===== config.mk =====
export PLATFORM = sky130hd
export DESIGN_NAME = lsu_dccm_arb
export DESIGN_NICKNAME = d
export VERILOG_FILES = /design/src/rtl/lsu_dccm_arb_pkg.sv /design/src/rtl/lsu_dccm_arb_starve_cnt.sv /design/src/rtl/lsu_dccm_arb.sv
export SDC_FILE = /design/constraint.sdc
export NUM_CORES = 1
export LEC_CHECK = 0
export ABC_CLOCK_PERIOD_IN_PS = 1800
export BUFFER_PORTS_ARGS = -buffer_cell sky130_fd_sc_hd__buf_2
export CAP_MARGIN = 20
export CORE_MARGIN = 2
export CORE_UTILIZATION = 55
export CTS_BUF_LIST = sky130_fd_sc_hd__clkbuf_8
export DETAILED_ROUTE_END_ITERATION = 12
export PLACE_DENSITY_LB_ADDON = 0.05
export RECOVER_POWER = 100
export SLEW_MARGIN = 10
export SYNTH_ARGS = -nofsm -noshare
export SYNTH_HDL_FRONTEND = slang
export SYNTH_HIERARCHICAL = 1
export SYNTH_SLANG_ARGS = --single-unit

===== constraint.sdc =====
create_clock -name clk -period 1.8 [get_ports clk]
set_clock_uncertainty 0.05 [all_clocks]
set_input_delay 0.18 -clock clk [delete_from_list [all_inputs] [get_ports clk]]
set_output_delay 0.18 -clock clk [all_outputs]
set_load 0.05 [all_outputs]

===== src/rtl/lsu_dccm_arb_pkg.sv =====
// Shared types for the LSU DCCM slot arbiter: FSM state encoding and starvation counter width.
package lsu_dccm_arb_pkg;

    localparam int ARB_CNT_W = 8;

    typedef enum logic [1:0] {
        ARB_NORMAL      = 2'd0,
        ARB_DMA_FORCE   = 2'd1,
        ARB_STBUF_FORCE = 2'd2
    } arb_state_t;

endpackage


===== src/rtl/lsu_dccm_arb_starve_cnt.sv =====
// Saturating starvation counter: counts consecutive denied cycles; hit_o flags the MAX value.
module lsu_dccm_arb_starve_cnt
    import lsu_dccm_arb_pkg::*;
#(
    parameter int unsigned MAX = 8
) (
    input  logic clk,
    input  logic rst_l,
    input  logic inc_i,
    input  logic clr_i,
    input  logic hold_i,
    output logic hit_o
);

    localparam logic [ARB_CNT_W-1:0] MAX_C = ARB_CNT_W'(MAX);

    logic [ARB_CNT_W-1:0] cnt_q;
    logic [ARB_CNT_W-1:0] cnt_d;

    always_comb begin
        cnt_d = cnt_q;
        if (hold_i) begin
            cnt_d = cnt_q;
        end else if (clr_i) begin
            cnt_d = '0;
        end else if (inc_i && (cnt_q != MAX_C)) begin
            cnt_d = cnt_q + 1'b1;
        end
    end

    always_ff @(posedge clk or negedge rst_l) begin
        if (!rst_l) begin
            cnt_q <= '0;
        end else begin
            cnt_q <= cnt_d;
        end
    end

    assign hit_o = (cnt_q == MAX_C);

endmodule


===== src/rtl/lsu_dccm_arb.sv =====
// DCCM slot arbiter between LSU dc2 loads, store-buffer drain and DMA, with starvation forcing.
// Optional perf outputs are built when LSU_DCCM_ARB_PERF_EN is defined.
//
//   state           | meaning
//   ----------------+--------------------------------------------------
//   ARB_NORMAL      | priority lsu > stbuf > dma
//   ARB_DMA_FORCE   | decode stalled, priority lsu > dma > stbuf
//   ARB_STBUF_FORCE | decode stalled, priority lsu > stbuf > dma
module lsu_dccm_arb
    import lsu_dccm_arb_pkg::*;
#(
    parameter int unsigned DMA_STARVE_MAX   = 8,
    parameter int unsigned STBUF_STARVE_MAX = 16
) (
    input  logic       clk,
    input  logic       rst_l,
    input  logic       lsu_ld_req_dc2,
    input  logic       stbuf_req,
    input  logic       stbuf_full,
    input  logic       dma_req,
    input  logic       dma_write,
    input  logic       lsu_freeze_dc3,
    output logic       gnt_lsu,
    output logic       gnt_stbuf,
    output logic       gnt_dma,
    output logic       stall_decode,
    output logic [1:0] arb_state
`ifdef LSU_DCCM_ARB_PERF_EN
    ,
    output logic        perf_conflict,
    output logic        perf_force,
    output logic [15:0] perf_dma_wr_wait
`endif
);

    arb_state_t state_q, state_d;
    logic       stall_q, stall_d;
    logic       rst_done_q;
    logic       active;
    logic       dma_hit, stbuf_hit;
    logic       stbuf_blocked;

    // The first cycle out of reset and frozen cycles neither grant nor count as denials.
    assign active = rst_done_q & ~lsu_freeze_dc3;

    always_comb begin
        gnt_lsu   = active & lsu_ld_req_dc2;
        gnt_stbuf = 1'b0;
        gnt_dma   = 1'b0;
        if (active && !lsu_ld_req_dc2) begin
            if (state_q == ARB_DMA_FORCE) begin
                gnt_dma   = dma_req;
                gnt_stbuf = stbuf_req & ~dma_req;
            end else begin
                gnt_stbuf = stbuf_req;
                gnt_dma   = dma_req & ~stbuf_req;
            end
        end
    end

    lsu_dccm_arb_starve_cnt #(.MAX(DMA_STARVE_MAX)) u_dma_cnt (
        .clk    (clk),
        .rst_l  (rst_l),
        .inc_i  (dma_req & ~gnt_dma),
        .clr_i  (~dma_req | gnt_dma),
        .hold_i (~active),
        .hit_o  (dma_hit)
    );

    lsu_dccm_arb_starve_cnt #(.MAX(STBUF_STARVE_MAX)) u_stbuf_cnt (
        .clk    (clk),
        .rst_l  (rst_l),
        .inc_i  (stbuf_req & ~gnt_stbuf),
        .clr_i  (~stbuf_req | gnt_stbuf),
        .hold_i (~active),
        .hit_o  (stbuf_hit)
    );

    assign stbuf_blocked = stbuf_full & stbuf_req & ~gnt_stbuf;

    always_comb begin
        state_d = state_q;
        case (state_q)
            ARB_NORMAL: begin
                if (active) begin
                    if (dma_hit) begin
                        state_d = ARB_DMA_FORCE;
                    end else if (stbuf_hit || stbuf_blocked) begin
                        state_d = ARB_STBUF_FORCE;
                    end
                end
            end
            ARB_DMA_FORCE: begin
                // A starved store buffer that waited out the DMA force goes straight to its own.
                if (active && (gnt_dma || !dma_req)) begin
                    state_d = stbuf_hit ? ARB_STBUF_FORCE : ARB_NORMAL;
                end
            end
            ARB_STBUF_FORCE: begin
                if (active && ((gnt_stbuf && !stbuf_full) || !stbuf_req)) begin
                    state_d = ARB_NORMAL;
                end
            end
            default: state_d = ARB_NORMAL;
        endcase
    end

    assign stall_d = (state_d != ARB_NORMAL);

    always_ff @(posedge clk or negedge rst_l) begin
        if (!rst_l) begin
            state_q    <= ARB_NORMAL;
            stall_q    <= 1'b0;
            rst_done_q <= 1'b0;
        end else begin
            state_q    <= state_d;
            stall_q    <= stall_d;
            rst_done_q <= 1'b1;
        end
    end

    assign stall_decode = stall_q;
    assign arb_state    = state_q;

`ifdef LSU_DCCM_ARB_PERF_EN
    logic        perf_force_q;
    logic [15:0] perf_wr_wait_q;

    assign perf_conflict = ~lsu_freeze_dc3 &
                           ((lsu_ld_req_dc2 & stbuf_req) |
                            (lsu_ld_req_dc2 & dma_req) |
                            (stbuf_req & dma_req));

    always_ff @(posedge clk or negedge rst_l) begin
        if (!rst_l) begin
            perf_force_q   <= 1'b0;
            perf_wr_wait_q <= '0;
        end else begin
            perf_force_q <= (state_d != ARB_NORMAL) && (state_d != state_q);
            if (active && dma_req && dma_write && !gnt_dma && !(&perf_wr_wait_q)) begin
                perf_wr_wait_q <= perf_wr_wait_q + 16'd1;
            end
        end
    end

    assign perf_force       = perf_force_q;
    assign perf_dma_wr_wait = perf_wr_wait_q;
`else
    logic dma_write_unused;
    assign dma_write_unused = dma_write;
`endif

endmodule


==> insert_results.sql, run 1 <==
INSERT INTO impl_metrics (metric_group, metric, value, unit) VALUES
('outcome', 'run_status', 'finished, final reports clean', ''),
('logic_synthesis', 'postSynthCellCount', '158', ''),
('global_route', 'grt_start_max_net_pins', '23', ''),
('worst_setup_path', 'timing.critical_path.arrival', '1.89', 'ns'),
('sta', 'timing_worst_slew_pin_value', '1.13', 'ns'),
('job', 'cap_viol_max_count', '0', ''),
('place', 'numPortBuffers', '12', ''),
('pwr', 'p_per_cell_area', '1160', 'nW/µm²'),
('die', 'initial_core_util', '56.9', '%'),
('clocking', 'deepest_clock_path_buffer_count', '2', ''),
('place', 'gpl.final_weighted_congestion', '0.834', ''),
('routing', 'vias', '1336', ''),
('routing', 'drt-total-wl', '3210', 'µm'),
('sta', 'max_slew_margin', '24.9', '%'),
('place', 'hpwlAfterDp', '2310', 'µm'),
('die', 'core.rowCount', '18', ''),
('worst_setup_path', 'critPathKind', 'register to register', ''),
('logic_synthesis', 'synth.yosys.warnings', '6', ''),
('clocking', 'tritoncts', 'done', ''),
('clocking', 'cts.reportedPaths.clkPinSlew', '0.08', 'ns'),
('place', 'dp.cells', '210', ''),
('die', 'pin_count', '14', ''),
('worst_setup_path', 'critical_path.max_stage_delay', '0.38', 'ns'),
('global_route', 'grt_first_pass_wirelength', '5310', 'µm'),
('routing', 'antenna_violating_nets_post_route', '0', ''),
('sta', 'timing_max_transition_violations_final', '0', ''),
('global_route', 'number_of_antenna_violations_at_the_first_check_in_global_routing', '0', ''),
('worst_setup_path', 'worst_ep_required_time', '1.91', 'ns'),
('global_route', 'grt_util_all_layers', '25.2', '%'),
('logic_synthesis', 'synth-async-reset-ratio', '100', '%'),
('pwr', 'vdd.ir_drop.worst', '0.000756', 'V'),
('routing', 'routed_via_count_divided_by_cell_count', '6.19', ''),
('layout', 'diodes_inserted', '0', ''),
('routing', 'drt_pre_antenna_iters', '4', ''),
('worst_setup_path', 'critical_path.slowest_cell', 'sky130_fd_sc_hd__dfrtp_1', ''),
('global_route', 'grt_overflow_total', '0', ''),
('logic_synthesis', 'synthTopCellsByArea', 'sky130_fd_sc_hd__dfrtp_1, sky130_fd_sc_hd__nand2_1, sky130_fd_sc_hd__ha_1', ''),
('logic_synthesis', 'yosys.area.top_type', 'sky130_fd_sc_hd__dfrtp_1', ''),
('logic_synthesis', 'synth_area', '1370', 'µm²'),
('clocking', 'cts_max_level', '1', ''),
('routing', 'route.detailed.drc', '0', ''),
('pwr', 'static-leakage-power', '0.761', 'nW'),
('clocking', 'cts_inserted_buffers', '3', ''),
('logic_synthesis', 'synth_sequential_area_ratio', '36.5', '%'),
('layout', 'drive_gt1_share', '29.6', '%'),
('clocking', 'clock_sinks', '20', ''),
('hold_path', 'timing.hold.worst.class', 'input pin to register', ''),
('worst_setup_path', 'cp_cell_sequence', 'nor3b_4 -> and3_4 -> nor2b_1 -> buf_4 -> nand4_1 -> or2_0 -> a221o_1', ''),
('die', 'die_y', '53.9', 'µm'),
('sta', 'period_share', '98.8', '%'),
('sta', 'post-route-min-period', '1.78', 'ns'),
('logic_synthesis', 'postSynthAreaPerCell', '8.67', 'µm²'),
('worst_setup_path', 'critPathCaptureType', 'register', ''),
('pwr', 'fin_total_pwr', '0.00197', 'W'),
('clocking', 'cts-root-buf', 'sky130_fd_sc_hd__clkbuf_8', ''),
('sta', 'final.setup.tns', '0', 'ns'),
('die', 'die_boundary_width', '53.9', 'µm'),
('worst_setup_path', 'critPathMaxFanout', '8', ''),
('global_route', 'first_global_vias', '1229', ''),
('sta', 'final_hold_viol_count', '0', ''),
('logic_synthesis', 'yosysTopAreaCellShare', '36.5', '%'),
('routing', 'wl_per_cell', '14.8', 'µm'),
('worst_setup_path', 'critical_path.startpoint_type', 'register', ''),
('logic_synthesis', 'postSynthNetCount', '170', ''),
('logic_synthesis', 'postSynthRegisterBits', '20', ''),
('logic_synthesis', 'dominantRegCellSynth', 'sky130_fd_sc_hd__dfrtp_1', ''),
('layout', 'post_layout_nonfiller_instances', '216', ''),
('sta', 'setup_viol', '0', ''),
('clocking', 'clock_insertion_delay_worst_skew', '0.27', 'ns'),
('routing', 'drt_iter0_drc', '25', ''),
('die', 'floorplan.core_area', '2410', 'µm²'),
('logic_synthesis', 'yosys.cell_types.count', '51', ''),
('layout', 'area_growth', '24.0', '%'),
('logic_synthesis', 'synth_enable_flop_cells', '0', ''),
('layout', 'final_net_count', '199', ''),
('sta', 'setup_repair_after_global_routing_missed_its_margin', 'true', ''),
('die', 'die_area', '2910', 'µm²'),
('sta', 'fmaxAchievable', '562', 'MHz');
layer usage:
layer,track usage [%],routed length [µm],vias up
li1,-,-,646
met1,34.0,1500,651
met2,41.1,1510,33
met3,1.94,136,6
met4,11.5,54,0
met5,0,0,-
through the flow:
step                      hold WS [ns]  instance area (µm²)  worst slack (ns)  util (%)
after detailed placement         0.105                 1590           -0.0281      66.1
after global routing             0.325                 1700           -0.0661      70.5
after CTS                        0.298                 1660           0.00236      69.0
after global placement           0.102                 1590            0.0215      66.1
final                            0.298                 1700            0.0220      70.5
after floorplan                 -0.166                 1420            -0.154         -
state kept, by name, summed over array words and instances (netlist names):
signal,cells
arb_state,2
rst_done_q,1
stall_decode,1
u_dma_cnt/cnt_q,8
u_stbuf_cnt/cnt_q,8
power breakdown:
group          switching [W]  internal (W)  leakage (nW)  total (W)
Clock               0.000161      0.000195        0.0288   0.000356
Sequential          0.000120      0.000575         0.250   0.000695
Combinational       0.000519      0.000399         0.482   0.000918
Total               0.000799       0.00117         0.761    0.00197
critical path, delay by kind of cell, from the launching register on:
family                 cells  cell delay, ns
AND/OR/NAND/NOR            5            0.77
buffers and inverters      1            0.16
flip-flops                 1            0.38
AO/OA/AOI/OAI              1            0.29
final cells by class:
type	instances	area (µm²)
clock buffer	4	55.1
fill	179	711
inverter	9	36.3
multi-input combinational	122	865
sequential	20	503
tap	30	37.5
timing repair buffer	31	203
synthesized netlist by cell type (3+ instances only):
library cell / n
sky130_fd_sc_hd__mux2i_1: 4
sky130_fd_sc_hd__nand4_1: 7
sky130_fd_sc_hd__nand2_1: 21
sky130_fd_sc_hd__o21ai_0: 9
sky130_fd_sc_hd__nor2_1: 8
sky130_fd_sc_hd__clkbuf_1: 4
sky130_fd_sc_hd__nor2b_1: 6
sky130_fd_sc_hd__ha_1: 4
sky130_fd_sc_hd__inv_1: 8
sky130_fd_sc_hd__and3_1: 4
sky130_fd_sc_hd__nor3_1: 4
sky130_fd_sc_hd__a21oi_1: 3
sky130_fd_sc_hd__nand3_1: 3
sky130_fd_sc_hd__o311ai_1: 5
sky130_fd_sc_hd__dfrtp_1: 20
kinds of logic after synthesis:
kind of cell               after synthesis  share of synthesized area, %
AOI/OAI and AO/OA                       37                          19.5
buffers and inverters                   16                          4.66
muxes                                    4                          2.92
and+or+nand+nor                         76                          32.4
adders and majority gates                4                          3.65
other                                    1                         0.274
DFF                                     20                          36.5
layout by cell type, fill, tap and decap left out, types with 3 or more instances in the layout:
cell type	synthesis	final
sky130_fd_sc_hd__a21oi_1	3	3
sky130_fd_sc_hd__buf_2	2	10
sky130_fd_sc_hd__buf_4	0	18
sky130_fd_sc_hd__clkbuf_8	0	4
sky130_fd_sc_hd__dfrtp_1	20	18
sky130_fd_sc_hd__ha_1	4	4
sky130_fd_sc_hd__inv_1	8	5
sky130_fd_sc_hd__inv_2	1	3
sky130_fd_sc_hd__mux2i_1	4	4
sky130_fd_sc_hd__nand2_1	21	19
sky130_fd_sc_hd__nand3_1	3	3
sky130_fd_sc_hd__nand4_1	7	7
sky130_fd_sc_hd__nor2_1	8	6
sky130_fd_sc_hd__nor2b_1	6	6
sky130_fd_sc_hd__nor3_1	4	4
sky130_fd_sc_hd__o21ai_0	9	8
sky130_fd_sc_hd__o21ai_1	2	3
sky130_fd_sc_hd__o311ai_1	5	6
final timing paths:
| kind | startpoint | to | slack, ns | cells past startpoint |
|---|---|---|---|---|
| min reg2reg | arb_state[1] | arb_state[0] | 0.48 | 1 |
| max in group asynchronous | rst_l | arb_state[1] | 0.35 | 2 |
| min | stbuf_full | arb_state[1] | 0.30 | 5 |
| min in group asynchronous | rst_l | u_dma_cnt/cnt_q[5] | 0.59 | 2 |
| max | rst_done_q | u_dma_cnt/cnt_q[7] | 0.02 | 7 |
| max reg2reg | rst_done_q | u_dma_cnt/cnt_q[7] | 0.02 | 7 |
repair_timing:
| item | CTS | global route |
|---|---|---|
| hold buffers | 1 | 0 |
| pin swaps | 0 | 4 |
| setup endpoints to repair | 1 | 8 |
| setup buffers | 0 | 1 |
| endpoints found under the hold margin | 20 | 0 |
| gates resized for setup | 1 | 6 |
No activity file was read; power rests on OpenSTA's default activity.
==> inputs of run 2 (changes only) <==
--- a/config.mk
+++ b/config.mk
@@ -5,6 +5,7 @@
 export SDC_FILE = /design/constraint.sdc
 export NUM_CORES = 1
 export LEC_CHECK = 0
+export ABC_AREA = 1
 export ABC_CLOCK_PERIOD_IN_PS = 1800
 export BUFFER_PORTS_ARGS = -buffer_cell sky130_fd_sc_hd__buf_2
 export CAP_MARGIN = 20
==> insert_results.sql, run 2 <==
INSERT INTO impl_metrics (metric_group, metric, value, unit) VALUES
('outcome', 'run_status', 'finished, final reports clean', ''),
('pwr', 'combPwrFrac', '22.8', '%'),
('sta', 'max_slew_margin', '27.3', '%'),
('logic_synthesis', 'post-synth-top-count-cell', 'sky130_fd_sc_hd__nand2_1', ''),
('pwr', 'cell_internal_pwr', '0.000698', 'W'),
('logic_synthesis', 'postSynthAreaPerCell', '6.62', 'µm²'),
('clocking', 'cts_inserted_buffers', '3', ''),
('worst_setup_path', 'critPathMaxFanout', '6', ''),
('routing', 'route.detailed.drc', '0', ''),
('logic_synthesis', 'synthTopCellsByArea', 'sky130_fd_sc_hd__dfrtp_1, sky130_fd_sc_hd__nand2_1, sky130_fd_sc_hd__inv_1', ''),
('clocking', 'cts-root-buf', 'sky130_fd_sc_hd__clkbuf_8', ''),
('sta', 'timing_worst_slew_pin_value', '1.09', 'ns'),
('worst_setup_path', 'critPathCaptureType', 'register', ''),
('layout', 'final_net_count', '252', ''),
('layout', 'final_common_cell', 'sky130_fd_sc_hd__nand2_1', ''),
('logic_synthesis', 'synth-async-reset-ratio', '100', '%'),
('logic_synthesis', 'yosysTopAreaCellShare', '34.5', '%'),
('worst_setup_path', 'critical_path.startpoint_type', 'register', ''),
('worst_setup_path', 'ff2ff_setup_slack', '0.13', 'ns'),
('die', 'die_boundary_width', '55.3', 'µm'),
('worst_setup_path', 'worstReg2RegEnd', 'u_dma_cnt/cnt_q[3]', ''),
('layout', 'post_layout_nonfiller_instances', '268', ''),
('sta', 'fmaxAchievable', '600', 'MHz'),
('layout', 'fillers', '240', ''),
('global_route', 'first_global_vias', '1319', ''),
('pwr', 'power_switching', '0.000327', 'W'),
('hold_path', 'min_delay_worst_endpoint', 'arb_state[0]', ''),
('layout', 'multi_input_comb_area', '793', 'µm²'),
('logic_synthesis', 'postSynthNetCount', '231', ''),
('global_route', 'grt_first_pass_wirelength', '5290', 'µm'),
('worst_setup_path', 'number_of_cells_on_the_worst_reg_to_reg_path', '11', ''),
('sta', 'period_share', '92.6', '%'),
('logic_synthesis', 'yosys.cell_types.count', '25', ''),
('sta', 'final_hold_viol_count', '0', ''),
('layout', 'most_frequent_cells_in_the_layout', 'sky130_fd_sc_hd__nand2_1, sky130_fd_sc_hd__inv_1, sky130_fd_sc_hd__nor2_1, sky130_fd_sc_hd__dfrtp_1, sky130_fd_sc_hd__nand3_1', ''),
('worst_setup_path', 'critPathKind', 'register to register', ''),
('clocking', 'clock_insertion_delay_worst_skew', '0.25', 'ns'),
('global_route', 'grt.met1_usage', '26.3', '%'),
('job', 'cap_viol_max_count', '0', ''),
('die', 'core.rowCount', '18', ''),
('die', 'floorplan.core_area', '2480', 'µm²'),
('logic_synthesis', 'yosys-top-cells-count', 'sky130_fd_sc_hd__nand2_1, sky130_fd_sc_hd__inv_1, sky130_fd_sc_hd__nor2_1', ''),
('routing', 'routed_via_count_divided_by_cell_count', '4.99', ''),
('place', 'placed_instance_area', '1570', 'µm²'),
('worst_setup_path', 'worstReg2RegStart', 'arb_state[1]', ''),
('logic_synthesis', 'postSynthRegisterBits', '20', ''),
('die', 'die_y', '55.3', 'µm'),
('hold_path', 'hold_path_depth', '5', ''),
('layout', 'finish.instance_area', '1620', 'µm²'),
('sta', 'post-route-min-period', '1.67', 'ns'),
('global_route', 'grt_start_max_net_pins', '21', ''),
('layout', 'area_growth', '11.9', '%'),
('logic_synthesis', 'dominantRegCellSynth', 'sky130_fd_sc_hd__dfrtp_1', ''),
('layout', 'seqCellArea', '500', 'µm²'),
('routing', 'drt_iter0_drc', '52', ''),
('pwr', 'p_per_cell_area', '632', 'nW/µm²'),
('logic_synthesis', 'postSynthCellCount', '219', ''),
('sta', 'timing_max_transition_violations_final', '0', ''),
('worst_setup_path', 'timing.critical_path.arrival', '1.77', 'ns'),
('routing', 'drt_pre_antenna_iters', '4', ''),
('clocking', 'clock_sinks', '20', ''),
('clocking', 'cts.reportedPaths.clkPinSlew', '0.07', 'ns'),
('place', 'numPortBuffers', '12', ''),
('global_route', 'groute.layer.met2.usage', '35.7', '%'),
('die', 'die_area', '3060', 'µm²'),
('global_route', 'number_of_antenna_violations_at_the_first_check_in_global_routing', '0', ''),
('logic_synthesis', 'synth_sequential_area_ratio', '34.5', '%'),
('pwr', 'vdd.ir_drop.worst', '0.000460', 'V'),
('routing', 'antenna_violating_nets_post_route', '0', ''),
('die', 'initial_core_util', '58.5', '%'),
('global_route', 'grt_util_all_layers', '21.0', '%'),
('place', 'gpl.final_weighted_congestion', '0.863', ''),
('hold_path', 'timing.hold.worst.start', 'lsu_freeze_dc3', ''),
('logic_synthesis', 'synth.yosys.warnings', '6', ''),
('pwr', 'pwr-share-seq', '49.5', '%'),
('global_route', 'groute.layer.met3.usage', '3.04', '%'),
('clocking', 'tritoncts', 'done', ''),
('die', 'pin_count', '14', ''),
('routing', 'wl_per_cell', '10.8', 'µm'),
('pwr', 'static-leakage-power', '0.897', 'nW'),
('worst_setup_path', 'worst_ep_required_time', '1.90', 'ns'),
('sta', 'setup_viol', '0', ''),
('sta', 'finalHoldWorstSlack', '0.256', 'ns'),
('layout', 'drive_gt1_share', '18.9', '%'),
('logic_synthesis', 'synth_enable_flop_cells', '0', ''),
('place', 'dp.cells', '263', ''),
('logic_synthesis', 'synth_area', '1450', 'µm²'),
('clocking', 'deepest_clock_path_buffer_count', '2', ''),
('place', 'hpwlAfterDp', '2200', 'µm'),
('routing', 'drt-total-wl', '2890', 'µm'),
('logic_synthesis', 'yosys.area.top_type', 'sky130_fd_sc_hd__dfrtp_1', ''),
('pwr', 'netSwitchingFraction', '31.9', '%'),
('global_route', 'grt_most_used_layer', 'met2', ''),
('layout', 'diodes_inserted', '0', ''),
('routing', 'vias', '1336', ''),
('clocking', 'cts_max_level', '1', ''),
('hold_path', 'timing.hold.worst.class', 'input pin to register', ''),
('global_route', 'grt_overflow_total', '0', ''),
('pwr', 'power_frac_clock', '27.8', '%');
run 2: power groups by stage:
| stage | registers [W] | logic, W | clock network (W) |
|---|---|---|---|
| after floorplan | 0.000546 | 0.000139 | 0 |
| after global placement | 0.000514 | 0.000228 | 0 |
| after detailed placement | 0.000515 | 0.000236 | 0 |
| after CTS | 0.000506 | 0.000238 | 0.000295 |
| after global routing | 0.000513 | 0.000266 | 0.000316 |
| final | 0.000507 | 0.000233 | 0.000284 |
run 2: metal layers:
| metal | share of wire, % | vias to the layer above |
|---|---|---|
| li1 | - | 698 |
| met1 | 47 | 621 |
| met2 | 50 | 11 |
| met3 | 1.6 | 6 |
| met4 | 1.4 | 0 |
| met5 | 0 | - |
run 2: through the flow:
| stage | setup TNS [ns] | power [W] | utilization (%) | setup WS [ns] |
|---|---|---|---|---|
| after floorplan | 0 | 0.000685 | - | 0.0220 |
| after global placement | 0 | 0.000742 | 63.2 | 0.125 |
| after detailed placement | 0 | 0.000751 | 63.2 | 0.0913 |
| after CTS | 0 | 0.00104 | 65.3 | 0.0730 |
| after global routing | -0.00738 | 0.00110 | 65.5 | -0.00738 |
| final | 0 | 0.00102 | 65.5 | 0.133 |
run 2: worst max-delay path by stage:
stage	cells after the start	startpoint	slack [ns]	to
floorplan	8	arb_state[0]	0.02	u_dma_cnt/cnt_q[5]
global placement	8	rst_done_q	0.12	u_dma_cnt/cnt_q[7]
detailed placement	8	rst_done_q	0.09	u_dma_cnt/cnt_q[4]
CTS	8	rst_done_q	0.07	u_dma_cnt/cnt_q[7]
global route	11	arb_state[1]	-0.007	u_dma_cnt/cnt_q[3]
finish	11	arb_state[1]	0.13	u_dma_cnt/cnt_q[3]
run 2: what timing repair did:
item / CTS / global route
hold endpoints to repair: 20 / 0
setup buffers: 0 / 1
setup endpoints to repair: 0 / 8
hold buffers: 1 / 0
resized for setup: 0 / 3
run 2: logic make-up after synthesis:
kind of cell,synth area share (%)
AND/OR/NAND/NOR,44.1
AO/OA/AOI/OAI,6.82
flip-flops,34.5
adder cells (fa/ha/maj),3.45
other,0.259
buffers and inverters,10.8
run 2: cell type report:
| type | instances | area share, % |
|---|---|---|
| inverter | 38 | 9.88 |
| tap | 30 | 2.31 |
| timing repair buffer | 16 | 5.48 |
| sequential | 20 | 30.9 |
| clock buffer | 3 | 2.55 |
| multi-input combinational | 161 | 48.9 |
run 2: critical path, cell delays in order, from the launching register on:
cell                         delay, ns
sky130_fd_sc_hd__dfrtp_1          0.41
sky130_fd_sc_hd__inv_2            0.07
sky130_fd_sc_hd__nand2_2          0.06
sky130_fd_sc_hd__nand2_2          0.07
sky130_fd_sc_hd__inv_2            0.05
sky130_fd_sc_hd__o21ai_4          0.24
sky130_fd_sc_hd__clkinvlp_4       0.21
sky130_fd_sc_hd__buf_4            0.18
sky130_fd_sc_hd__nand2_1          0.06
sky130_fd_sc_hd__a21oi_1          0.04
sky130_fd_sc_hd__nand3_1          0.07
sky130_fd_sc_hd__nand2_1          0.05
==> inputs of run 3 (changes only) <==
--- a/config.mk
+++ b/config.mk
@@ -6,7 +6,7 @@
 export NUM_CORES = 1
 export LEC_CHECK = 0
 export ABC_AREA = 1
-export ABC_CLOCK_PERIOD_IN_PS = 1800
+export ABC_CLOCK_PERIOD_IN_PS = 1460
 export BUFFER_PORTS_ARGS = -buffer_cell sky130_fd_sc_hd__buf_2
 export CAP_MARGIN = 20
 export CORE_MARGIN = 2
==> constraint.sdc (replaced) <==
create_clock -name clk -period 1.46 [get_ports clk]
set_clock_uncertainty 0.05 [all_clocks]
set_input_delay 0.146 -clock clk [delete_from_list [all_inputs] [get_ports clk]]
set_output_delay 0.146 -clock clk [all_outputs]
set_load 0.05 [all_outputs]
==> insert_results.sql, run 3 (synthesis gave the netlist of run 2 again) <==
INSERT INTO impl_metrics (metric_group, metric, value, unit) VALUES
('pwr', 'cell_internal_pwr', '0.000953', 'W'),
('global_route', 'first_global_vias', '1449', ''),
('pwr', 'vdd.ir_drop.worst', '0.000760', 'V'),
('sta', 'final.setup.tns', '-1.13', 'ns'),
('routing', 'routed_via_count_divided_by_cell_count', '5.21', ''),
('routing', 'antenna_violating_nets_post_route', '0', ''),
('pwr', 'power_frac_clock', '24.7', '%'),
('routing', 'route.detailed.drc', '0', ''),
('die', 'die_area', '3060', 'µm²'),
('hold_path', 'min_delay_worst_endpoint', 'arb_state[0]', ''),
('clocking', 'clock_sinks', '20', ''),
('worst_setup_path', 'worst_ep_required_time', '1.26', 'ns'),
('global_route', 'grt_start_max_net_pins', '21', ''),
('routing', 'vias', '1500', ''),
('worst_setup_path', 'worstReg2RegStart', 'arb_state[0]', ''),
('outcome', 'violations_in_the_final_reports', 'setup timing', ''),
('worst_setup_path', 'worstReg2RegEnd', 'u_stbuf_cnt/cnt_q[2]', ''),
('clocking', 'deepest_clock_path_buffer_count', '2', ''),
('place', 'hpwlAfterDp', '2400', 'µm'),
('pwr', 'power_switching', '0.000484', 'W'),
('layout', 'most_frequent_cells_in_the_layout', 'sky130_fd_sc_hd__nand2_1, sky130_fd_sc_hd__inv_1, sky130_fd_sc_hd__nor2_1, sky130_fd_sc_hd__buf_4', ''),
('layout', 'finish.instance_area', '1970', 'µm²'),
('pwr', 'netSwitchingFraction', '33.7', '%'),
('sta', 'fin_ws', '-0.0934', 'ns'),
('clocking', 'clock_insertion_delay_worst_skew', '0.26', 'ns'),
('pwr', 'static-leakage-power', '1.04', 'nW'),
('global_route', 'grt_first_pass_wirelength', '6220', 'µm'),
('clocking', 'cts-root-buf', 'sky130_fd_sc_hd__clkbuf_8', ''),
('pwr', 'fin_total_pwr', '0.00144', 'W'),
('worst_setup_path', 'critPathKind', 'register to primary output', ''),
('worst_setup_path', 'ff2ff_setup_slack', '-0.08', 'ns'),
('job', 'cap_viol_max_count', '0', ''),
('routing', 'drt-total-wl', '3840', 'µm'),
('worst_setup_path', 'critPathMaxFanout', '2', ''),
('sta', 'period_share', '106', '%'),
('hold_path', 'hold_path_depth', '6', ''),
('global_route', 'number_of_antenna_violations_at_the_first_check_in_global_routing', '0', ''),
('worst_setup_path', 'critical_path.startpoint_type', 'register', ''),
('die', 'die_y', '55.3', 'µm'),
('routing', 'drt_iter0_drc', '58', ''),
('clocking', 'cts_max_level', '1', ''),
('sta', 'max_slew_margin', '60.7', '%'),
('hold_path', 'timing.hold.worst.start', 'lsu_freeze_dc3', ''),
('sta', 'final_hold_viol_count', '0', ''),
('layout', 'diodes_inserted', '0', ''),
('layout', 'area_growth', '35.7', '%'),
('outcome', 'run_status', 'finished with violations', ''),
('place', 'numPortBuffers', '12', ''),
('place', 'pre_cts_setup_slack', '-0.0261', 'ns'),
('layout', 'drive_gt1_share', '36.4', '%'),
('pwr', 'combPwrFrac', '32.2', '%'),
('die', 'initial_core_util', '58.5', '%'),
('layout', 'final_common_cell', 'sky130_fd_sc_hd__nand2_1', ''),
('routing', 'wl_per_cell', '13.3', 'µm'),
('global_route', 'grt_util_all_layers', '25.1', '%'),
('die', 'die_boundary_width', '55.3', 'µm'),
('sta', 'fmaxAchievable', '644', 'MHz'),
('worst_setup_path', 'critPathCaptureType', 'primary output', ''),
('sta', 'setup_viol', '19', ''),
('worst_setup_path', 'timing.critical_path.arrival', '1.36', 'ns'),
('place', 'gpl.final_weighted_congestion', '0.895', ''),
('clocking', 'tritoncts', 'done', ''),
('pwr', 'p_per_cell_area', '731', 'nW/µm²'),
('hold_path', 'timing.hold.worst.class', 'input pin to register', ''),
('routing', 'drt_pre_antenna_iters', '4', ''),
('layout', 'final_net_count', '271', ''),
('clocking', 'cts_inserted_buffers', '3', ''),
('worst_setup_path', 'number_of_cells_on_the_worst_reg_to_reg_path', '11', ''),
('sta', 'setup_repair_after_global_routing_missed_its_margin', 'true', ''),
('sta', 'post-route-min-period', '1.55', 'ns'),
('pwr', 'pwr-share-seq', '43.1', '%'),
('die', 'core.rowCount', '18', ''),
('sta', 'timing_max_transition_violations_final', '0', ''),
('place', 'placed_instance_area', '1640', 'µm²'),
('sta', 'timing_worst_slew_pin_value', '0.592', 'ns'),
('clocking', 'cts.reportedPaths.clkPinSlew', '0.07', 'ns'),
('die', 'floorplan.core_area', '2480', 'µm²'),
('layout', 'finalCoreUtilization', '79.3', '%'),
('die', 'pin_count', '14', ''),
('global_route', 'grt_overflow_total', '0', '');
[run 3: cell types whose count changed in the layout (fill, tap and decap cells not counted), sizes merged]
cell,change
buf,+20
bufinv,-1
clkbuf,-1
clkinv,+2
clkinvlp,-1
inv,+1
[run 3: power by group through the flow]
stage                     combinational, W  sequential [W]  clock, W
final                             0.000462        0.000620  0.000355
after global routing              0.000502        0.000623  0.000402
after CTS                         0.000403        0.000617  0.000369
after detailed placement          0.000348        0.000627         0
after global placement            0.000333        0.000624         0
after floorplan                   0.000178        0.000675         0
[run 3: final cells by class]
cell class                      instances  area (µm²)
Tap cell                               30        37.5
Fill cell                             178         512
Multi-Input combinational cell        161         948
Clock buffer                            3        41.3
Clock inverter                          1        3.75
Inverter                               38         163
Sequential cell                        20         503
Timing Repair Buffer                   35         269
[run 3: stage by stage]
step,instances,hold slack [ns]
floorplan,219,-0.200
global placement,269,0.0678
detailed placement,269,0.0717
CTS,284,0.324
global route,288,0.335
finish,288,0.325
[run 3: timing repair]
item | CTS | global route
setup buffers | 10 | 4
hold buffers | 1 | 0
setup endpoints to repair | 18 | 22
resized for setup | 13 | 30
gates cloned | 0 | 0
hold endpoints to repair | 20 | 0
pin swaps | 12 | 15
[run 3: worst max path at each step]
stage / from / to / slack, ns / depth (start not counted)
after floorplan: arb_state[1] / u_dma_cnt/cnt_q[5] / -0.09 / 11
after global placement: arb_state[1] / u_dma_cnt/cnt_q[7] / 0.02 / 11
after detailed placement: arb_state[1] / u_dma_cnt/cnt_q[1] / -0.03 / 11
after CTS: arb_state[1] / gnt_dma / -0.07 / 7
after global routing: arb_state[1] / u_dma_cnt/cnt_q[1] / -0.18 / 11
final: arb_state[1] / gnt_dma / -0.09 / 7
[run 3: worst max-delay path, stage by stage, from the launching register on]
cell and delay [ns]:
sky130_fd_sc_hd__dfrtp_2 0.42, sky130_fd_sc_hd__inv_2 0.08, sky130_fd_sc_hd__nand2_4 0.05, sky130_fd_sc_hd__nand2_4 0.08, sky130_fd_sc_hd__inv_4 0.04, sky130_fd_sc_hd__buf_4 0.13
sky130_fd_sc_hd__nor3_4 0.11, sky130_fd_sc_hd__buf_6 0.18
[run 3: routing by layer]
layer	vias up	GRT usage [%]	part of all wire (%)
met3	8	4.45	4.0
met4	0	8.01	1.7
li1	745	-	-
met5	-	0	0
met1	709	30.2	41
met2	38	44.9	53
